$ cat config.mk
export PLATFORM = sky130hd
export DESIGN_NAME = riscv_rvfi_stream_check
export DESIGN_NICKNAME = d
export VERILOG_FILES = /design/src/rtl/riscv_rvfi_stream_check.sv
export SDC_FILE = /design/constraint.sdc
export NUM_CORES = 1
export LEC_CHECK = 0
export CELL_PAD_IN_SITES_DETAIL_PLACEMENT = 1
export CELL_PAD_IN_SITES_GLOBAL_PLACEMENT = 1
export CORE_ASPECT_RATIO = 0.7
export CORE_MARGIN = 4
export CORE_UTILIZATION = 37
export CTS_CLUSTER_SIZE = 30
export DETAILED_ROUTE_END_ITERATION = 7
export GPL_TIMING_DRIVEN = 0
export PLACE_DENSITY_LB_ADDON = 0.1
export SLEW_MARGIN = 20
export SYNTH_ARGS = -nofsm -noshare
export SYNTH_HDL_FRONTEND = slang
export SYNTH_SLANG_ARGS = --single-unit
$ cat constraint.sdc
create_clock -name clock -period 8.75 [get_ports clock]
set_clock_uncertainty 0.15 [all_clocks]
set_input_delay 1.75 -clock clock [delete_from_list [all_inputs] [get_ports clock]]
set_output_delay 1.75 -clock clock [all_outputs]
set_load 0.1 [all_outputs]
$ cat src/rtl/riscv_rvfi_stream_check.sv
// RVFI retirement stream checker (NRET=1): ordering, PC continuity, x0 reads/writes,
// next-PC alignment, post-halt retirement and forward-progress timeout.
module riscv_rvfi_stream_check #(
  parameter int XLEN    = 32,
  parameter int TIMEOUT = 1024,
  parameter int CEXT    = 1
) (
  input  logic            clock,
  input  logic            reset,
  input  logic            rvfi_valid,
  input  logic [63:0]     rvfi_order,
  input  logic [31:0]     rvfi_insn,
  input  logic            rvfi_trap,
  input  logic            rvfi_halt,
  input  logic            rvfi_intr,
  input  logic [4:0]      rvfi_rs1_addr,
  input  logic [4:0]      rvfi_rs2_addr,
  input  logic [XLEN-1:0] rvfi_rs1_rdata,
  input  logic [XLEN-1:0] rvfi_rs2_rdata,
  input  logic [4:0]      rvfi_rd_addr,
  input  logic [XLEN-1:0] rvfi_rd_wdata,
  input  logic [XLEN-1:0] rvfi_pc_rdata,
  input  logic [XLEN-1:0] rvfi_pc_wdata,
  output logic [15:0]     errcode,
  output logic [63:0]     err_order,
  output logic [31:0]     retire_count
);

  localparam logic [15:0] ERR_ORDER   = 16'h0101;
  localparam logic [15:0] ERR_PC      = 16'h0102;
  localparam logic [15:0] ERR_RD_X0   = 16'h0103;
  localparam logic [15:0] ERR_RS1_X0  = 16'h0104;
  localparam logic [15:0] ERR_RS2_X0  = 16'h0105;
  localparam logic [15:0] ERR_TIMEOUT = 16'h0106;
  localparam logic [15:0] ERR_ALIGN   = 16'h0107;
  localparam logic [15:0] ERR_HALTED  = 16'h0108;

  typedef enum logic [1:0] {
    IDLE   = 2'd0,
    RUN    = 2'd1,
    HALTED = 2'd2,
    ERROR  = 2'd3
  } state_t;

  state_t            state_r;
  state_t            state_n;
  logic [15:0]       errcode_r;
  logic [15:0]       errcode_n;
  logic [63:0]       err_order_r;
  logic [63:0]       err_order_n;
  logic [31:0]       retire_count_r;
  logic [63:0]       exp_order_r;
  logic [XLEN-1:0]   exp_pc_r;
  logic              prev_trap_r;
  logic [31:0]       idle_cnt_r;
  logic [31:0]       idle_cnt_n;

  logic              valid_s;
  logic              order_fail_s;
  logic              pc_fail_s;
  logic              rd_fail_s;
  logic              rs1_fail_s;
  logic              rs2_fail_s;
  logic              misalign_s;
  logic              align_fail_s;
  logic [15:0]       chk_code_s;
  logic              timeout_hit_s;
  logic              accept_s;
  logic              unused_s;

  assign unused_s = ^rvfi_insn;

  // An X or Z on rvfi_valid must never look like a retirement.
  assign valid_s = (rvfi_valid === 1'b1);

  // Per-retirement checks, reduced to the lowest failing code.
  always_comb begin
    order_fail_s = 1'b0;
    pc_fail_s    = 1'b0;
    misalign_s   = 1'b0;
    chk_code_s   = 16'h0000;
    if (state_r == RUN) begin
      order_fail_s = (rvfi_order != exp_order_r);
      pc_fail_s    = !rvfi_intr && !prev_trap_r && (rvfi_pc_rdata != exp_pc_r);
    end else begin
      order_fail_s = 1'b0;
      pc_fail_s    = 1'b0;
    end
    rd_fail_s  = (rvfi_rd_addr  == 5'd0) && (rvfi_rd_wdata  != {XLEN{1'b0}});
    rs1_fail_s = (rvfi_rs1_addr == 5'd0) && (rvfi_rs1_rdata != {XLEN{1'b0}});
    rs2_fail_s = (rvfi_rs2_addr == 5'd0) && (rvfi_rs2_rdata != {XLEN{1'b0}});
    if (CEXT != 0) begin
      misalign_s = rvfi_pc_wdata[0];
    end else begin
      misalign_s = |rvfi_pc_wdata[1:0];
    end
    align_fail_s = misalign_s && !rvfi_trap;
    if (order_fail_s) begin
      chk_code_s = ERR_ORDER;
    end else if (pc_fail_s) begin
      chk_code_s = ERR_PC;
    end else if (rd_fail_s) begin
      chk_code_s = ERR_RD_X0;
    end else if (rs1_fail_s) begin
      chk_code_s = ERR_RS1_X0;
    end else if (rs2_fail_s) begin
      chk_code_s = ERR_RS2_X0;
    end else if (align_fail_s) begin
      chk_code_s = ERR_ALIGN;
    end else begin
      chk_code_s = 16'h0000;
    end
  end

  // Timeout fires on the idle cycle that would bring the counter up to TIMEOUT.
  always_comb begin
    if ((TIMEOUT != 0) && (state_r == RUN) && !valid_s) begin
      timeout_hit_s = (({1'b0, idle_cnt_r} + 33'd1) == 33'(TIMEOUT));
    end else begin
      timeout_hit_s = 1'b0;
    end
  end

  // FSM state register.
  always_ff @(posedge clock) begin
    if (reset) begin
      state_r <= IDLE;
    end else begin
      state_r <= state_n;
    end
  end

  // FSM next-state logic.
  always_comb begin
    state_n = state_r;
    case (state_r)
      IDLE, RUN: begin
        if (valid_s) begin
          if (chk_code_s != 16'h0000) begin
            state_n = ERROR;
          end else if (rvfi_halt) begin
            state_n = HALTED;
          end else begin
            state_n = RUN;
          end
        end else if (timeout_hit_s) begin
          state_n = ERROR;
        end else begin
          state_n = state_r;
        end
      end
      HALTED: begin
        if (valid_s) begin
          state_n = ERROR;
        end else begin
          state_n = HALTED;
        end
      end
      ERROR:   state_n = ERROR;
      default: state_n = IDLE;
    endcase
  end

  // FSM output logic: error capture, retirement acceptance, idle counter.
  always_comb begin
    errcode_n   = errcode_r;
    err_order_n = err_order_r;
    accept_s    = 1'b0;
    idle_cnt_n  = idle_cnt_r;
    case (state_r)
      IDLE, RUN: begin
        if (valid_s) begin
          idle_cnt_n = 32'd0;
          if (chk_code_s != 16'h0000) begin
            errcode_n   = chk_code_s;
            err_order_n = rvfi_order;
          end else begin
            accept_s = 1'b1;
          end
        end else if (timeout_hit_s) begin
          errcode_n   = ERR_TIMEOUT;
          err_order_n = 64'd0;
        end else if ((state_r == RUN) && (idle_cnt_r != 32'hFFFF_FFFF)) begin
          idle_cnt_n = idle_cnt_r + 32'd1;
        end else begin
          idle_cnt_n = idle_cnt_r;
        end
      end
      HALTED: begin
        if (valid_s) begin
          errcode_n   = ERR_HALTED;
          err_order_n = rvfi_order;
        end else begin
          errcode_n   = errcode_r;
        end
      end
      ERROR:   errcode_n = errcode_r;
      default: errcode_n = errcode_r;
    endcase
  end

  // Datapath registers: outputs, baselines for the next retirement, counters.
  always_ff @(posedge clock) begin
    if (reset) begin
      errcode_r      <= 16'h0000;
      err_order_r    <= 64'd0;
      retire_count_r <= 32'd0;
      exp_order_r    <= 64'd0;
      exp_pc_r       <= {XLEN{1'b0}};
      prev_trap_r    <= 1'b0;
      idle_cnt_r     <= 32'd0;
    end else begin
      errcode_r   <= errcode_n;
      err_order_r <= err_order_n;
      idle_cnt_r  <= idle_cnt_n;
      if (accept_s) begin
        exp_order_r <= rvfi_order + 64'd1;
        exp_pc_r    <= rvfi_pc_wdata;
        prev_trap_r <= rvfi_trap;
        if (retire_count_r != 32'hFFFF_FFFF) begin
          retire_count_r <= retire_count_r + 32'd1;
        end
      end
    end
  end

  assign errcode      = errcode_r;
  assign err_order    = err_order_r;
  assign retire_count = retire_count_r;

endmodule
Word-level counts from Yosys, hierarchy flattened. Index checks and enable logic that the tools add are counted. Widths: inputs -> output; s select.

Register bits: 243. Input port bits: 277. Output and inout bits: 112. Word-level logic and storage cells: 84.

Add/sub/neg operators: 4. Equality and inequality tests: 13. Mux-type cells: 31. Bitwise logic cells: 1. Reduce and logical (&&, ||, !) cells: 27.

Operators with widths (count): $mux 64 (4); $pmux 64 s2 (1); $mux 32 (3); $reduce_bool 32->1 (3); $add 32x1->32 const B (2); $add 64x1->64 const B (1); $mux 16 (4); $ne 32x32->1 const B (2); $ne 64x64->1 (1); $mux 9 (6); $add 32x1->33 const B (1); $eq 33x11->1 const B (1); $ne 32x32->1 (1); $pmux 16 s2 (1); $reduce_bool 16->1 (1); $logic_not 5->1 (3); $logic_and 1x1->1 (8); $mux 2 (4); $reduce_and 4->1 (2); $mux 1 (7); $ne 3x3->1 const B (2); $pmux 2 s3 (1); $eq 2x2->1 const B (2); $logic_not 1->1 (4); 9 further kinds (11).

Logic depth before layout (Yosys ltp).
Depth in word-level cells: 13. Gate-level depth with buffers: 13. Mapped depth without buffers: 9.

Least setup slack after synthesis. No wires, ideal clock.

Path kind: input to register. Start point: input rvfi_rs2_rdata[24]. End point: register retire_count_r[24] (netlist: retire_count[24]). Library setup time: 0.121 ns. Arrival: 4.095 ns. Required time: 8.479 ns. Path slack: 4.385 ns. Stages: 11. Cell sequence: nor4_1 nand4_1 o21ai_1 nand2_1 or4_4 buf_6 or2_1 buf_2 buf_2 nor4_1 mux2_2.

Cells in the longest elaborated chain, start to end: 12.

RTL lines: start, declared (line 19) `input logic [XLEN-1:0] rvfi_rs2_rdata,`; $reduce_bool 32->1 (line 91) `rs2_fail_s = (rvfi_rs2_addr == 5'd0) && (rvfi_rs2_rdata != {XLEN{1'b0}});`; $logic_and 1x1->1 (line 91); $mux 9 (line 106) `end else if (rs2_fail_s) begin`; $mux 9 (line 104) `end else if (rs1_fail_s) begin`; $mux 9 (line 102) `end else if (rd_fail_s) begin`; $mux 9 (line 100) `end else if (pc_fail_s) begin`; $mux 9 (line 98) `if (order_fail_s) begin`; $reduce_bool 16->1 (line 174) `if (chk_code_s != 16'h0000) begin`; $mux 1 (line 174); $mux 1 (line 172) `if (valid_s) begin`; $mux 1 (line 170) `case (state_r)`; $reduce_and 2->1 (no line); end signal, assigned (line 221) `retire_count_r <= retire_count_r + 32'd1;`; end, declared (line 51) `logic [31:0] retire_count_r;`.

No other way between the ends. A chain may end at the register's enable or synchronous reset.

Worst setup path after layout.
Start point: input rvfi_rs2_rdata[6]. End point: register exp_pc_r[31].

Cells in the longest elaborated chain, start to end: 11.

RTL lines: $reduce_bool 32->1 (line 91); $logic_and 1x1->1 (line 91); $mux 9 (line 106); $mux 9 (line 104); $mux 9 (line 102); $mux 9 (line 100); $mux 9 (line 98); $reduce_bool 16->1 (line 174); $mux 1 (line 174); $mux 1 (line 172); $mux 1 (line 170); end signal, assigned (line 209) `exp_pc_r <= {XLEN{1'b0}};`; end signal, assigned (line 218) `exp_pc_r <= rvfi_pc_wdata;`; end, declared (line 53) `logic [XLEN-1:0] exp_pc_r;`.

No other way between the ends.

==> impl_metrics.yaml <==
clock_tree:
  cts_buffers: 27
  cts_setup_buffers: 0
  htree_levels: 1
  tritoncts: "yes"
  cts_root_buf: "clkbuf_16"
  cts_resized: 0
  clk_pin_slew_ps: 60
  cts.hold.buffers_added: 0
  cts.path.max_buffers: 3
  cts.sinks: 232
  worstSkewPairLatency_ps: 560
drt:
  ant_nets: 0
  routed_wl_mm: 58.0
  drc: 0
  viasPerCell: 5.54
  wire_per_inst_um: 23.3
  drtIter0Drc: 958
  drtPass1Iterations: 5
  vias: 13800
global_route:
  grt_max_degree: 13
  antenna_found_initial: 8
  grt_usage_pct: 29.3
  grt_pass1_vias: 14000
  grt_overflow: 0
  grt_pass1_wl_mm: 86.3
synthesis:
  async_flop_share_pct: 0
  synth-compound-area-share_pct: 11.7
  synthCells: 1610
  yosys-top-cells-area: "dfxtp_1, xor2_1, nand2_1, mux2i_1, nor2_1"
  synth_edf_count: 0
  synth_xor_area_share_pct: 11.4
  synth.most_common_cell: "nand2_1"
  avgSynthCellArea_um2: 8.07
  muxShareOfSynthArea_pct: 6.86
  ys_warn_count: 0
  synth_top_area_share_pct: 35.7
  synth_adder_area_share_pct: 0.289
  syn_area_um2: 13000
  synth.distinct_cells: 74
  synth_top_area_cell: "dfxtp_1"
  synth_top_family_by_area: "simple AND/OR/NAND/NOR gates"
  ys_seq_area_share_pct: 35.7
  ys.flop_type: "dfxtp_1"
  yosys.area_share.simple_pct: 28.6
  synthTopCellsByCount: "nand2_1, dfxtp_1, nor2_1, xor2_1, a21oi_1"
  yosys_register_bits: 232
layout:
  syn_to_final_growth_pct: 38.1
  num-fill-cells: 4190
  nNetsFinal: 2268
  final_util_pct: 51.8
  drive_above_1_share_pct: 7.08
sta:
  final-max-slew-violation-count: 0
  grt_setup_unrepaired: "false"
  max_slew_margin_pct: 21.9
  setup_viol: 0
  min_period_over_period_pct: 72.9
  hold_slack_ps: 311
  tightest_slew_ps: 1170
  worst_slack_ps: 2370
  final.setup.tns_ps: 0
  fmax_ghz: 0.157
  hold_viol: 0
  fin_crit_ps: 6380
place:
  port_buffers: 339
  dp_hpwl_mm: 45.4
  place_congestion: 0.940
  pre_cts_slack_ps: 1740
worst_setup_path:
  reg2reg_slack_ps: 3940
  crit_chain: "clkdlybuf4s50_1 -> nor4_1 -> nand4_1 -> o21ai_1 -> nand2_1 -> or4_4 -> buf_6 -> nor2_1 -> clkbuf_1 -> clkbuf_1 -> nand2_1 -> a21oi_1"
  endpoint_kind: "register"
  worst_path_max_delay_cell: "nor4_1"
  critical_path_class: "primary input to register"
  worstPathRequired_ps: 9070
  path_max_fanout: 10
  path_delay_family: "simple AND/OR/NAND/NOR gates"
  slowest_delay_ps: 890
  startpoint_type: "primary input"
  path_buf_inv: 4
  crit_arrival_ps: 6700
die:
  coreArea_um2: 34700
  start_util_pct: 37.5
  std_cell_rows: 57
  dieHeight_um: 165
  die_area_um2: 38200
  dieWidth_um: 232
  io_pins: 389
power_and_ir_drop:
  swShare_pct: 31.9
  p_int_uw: 2050
  p_switching_uw: 956
  power.leakage_uw: 0.00655
  ir_worst_vdd_uv: 118
  power_frac_comb_pct: 22.9
  seq_power_share_pct: 38.4
  clockPowerShare_pct: 38.7
  power_density_nw_per_um2: 167
min_path:
  min_path_type: "register to register"
run_status:
  status: "finished clean"
run:
  maxCapViolations: 0
==> layout make-up <==
cell class	instances	area [µm²]	share of cell area, %
Tap cell	472	591	3.29
Clock inverter	5	50.0	0.279
Multi-Input combinational cell	1237	7690	42.8
Buffer	124	608	3.39
Sequential cell	232	4640	25.9
Timing Repair Buffer	339	3390	18.9
Clock buffer	43	856	4.77
Inverter	27	101	0.565
Antenna cell	8	20.0	0.112
==> cells in the final DEF (no fill, tap or decap), types with 41 or more instances in the layout <==
cell             count
clkdlybuf4s50_1    339
nand2_1            269
dfxtp_1            232
nor2_1             141
xor2_1             123
clkbuf_1            75
a21oi_1             73
nor4_1              70
mux2i_1             70
a211oi_1            56
nand3_1             48
xnor2_1             46
nand4_1             41
==> power groups by stage <==
stage | sequential [µW] | combinational, µW | clock [µW]
final | 1150 | 687 | 1160
after global routing | 1160 | 723 | 1230
after CTS | 1150 | 683 | 1180
after detailed placement | 1170 | 678 | 0
after global placement | 1170 | 667 | 0
after floorplan | 1310 | 247 | 0
==> final timing paths <==
kind / start / end / cells past startpoint
worst max-delay path: rvfi_rs2_rdata[6] / exp_pc_r[31]$_SDFFE_PP0P_ / 12
worst min-delay path: err_order[11]$_SDFFE_PP0P_ / err_order[11]$_SDFFE_PP0P_ / 2
worst min register to register: err_order[11]$_SDFFE_PP0P_ / err_order[11]$_SDFFE_PP0P_ / 2
worst max register to register: exp_pc_r[12]$_SDFFE_PP0P_ / exp_pc_r[31]$_SDFFE_PP0P_ / 10
==> kinds of logic after synthesis <==
family | count (synthesis)
xor gates and xnor gates | 169
AOI/OAI and AO/OA | 229
and+or+nand+nor | 738
muxes | 87
DFF | 232
adders and majority gates | 3
other | 1
buffers and inverters | 151
==> flip-flops by register name, summed over array words and instances (netlist names) <==
register and cells:
prev_trap_r 1, idle_cnt_r 32, errcode 5, err_order 64
exp_order_r 64, retire_count 32, state_r 2, exp_pc_r 32
==> layer usage <==
| metal | wire length, µm | GRT usage (%) |
|---|---|---|
| met1 | 25300 | 38.6 |
| met3 | 5100 | 8.00 |
| met5 | 0 | 0 |
| met4 | 2030 | 10.2 |
| met2 | 25600 | 46.4 |
==> stage by stage <==
step                area, µm²  cells  total power (µW)
finish                  17900   2487              3000
global route            17900   2487              3120
CTS                     17900   2479              3020
detailed placement      17000   2431              1850
global placement        17000   2431              1840
floorplan               13000   1620              1560
==> worst min-delay path, stage by stage (launching register included) <==
cell     delay, ps
dfxtp_1        310
nand2_1         50
mux2i_1         50
Power figures use the tool's default switching activity.
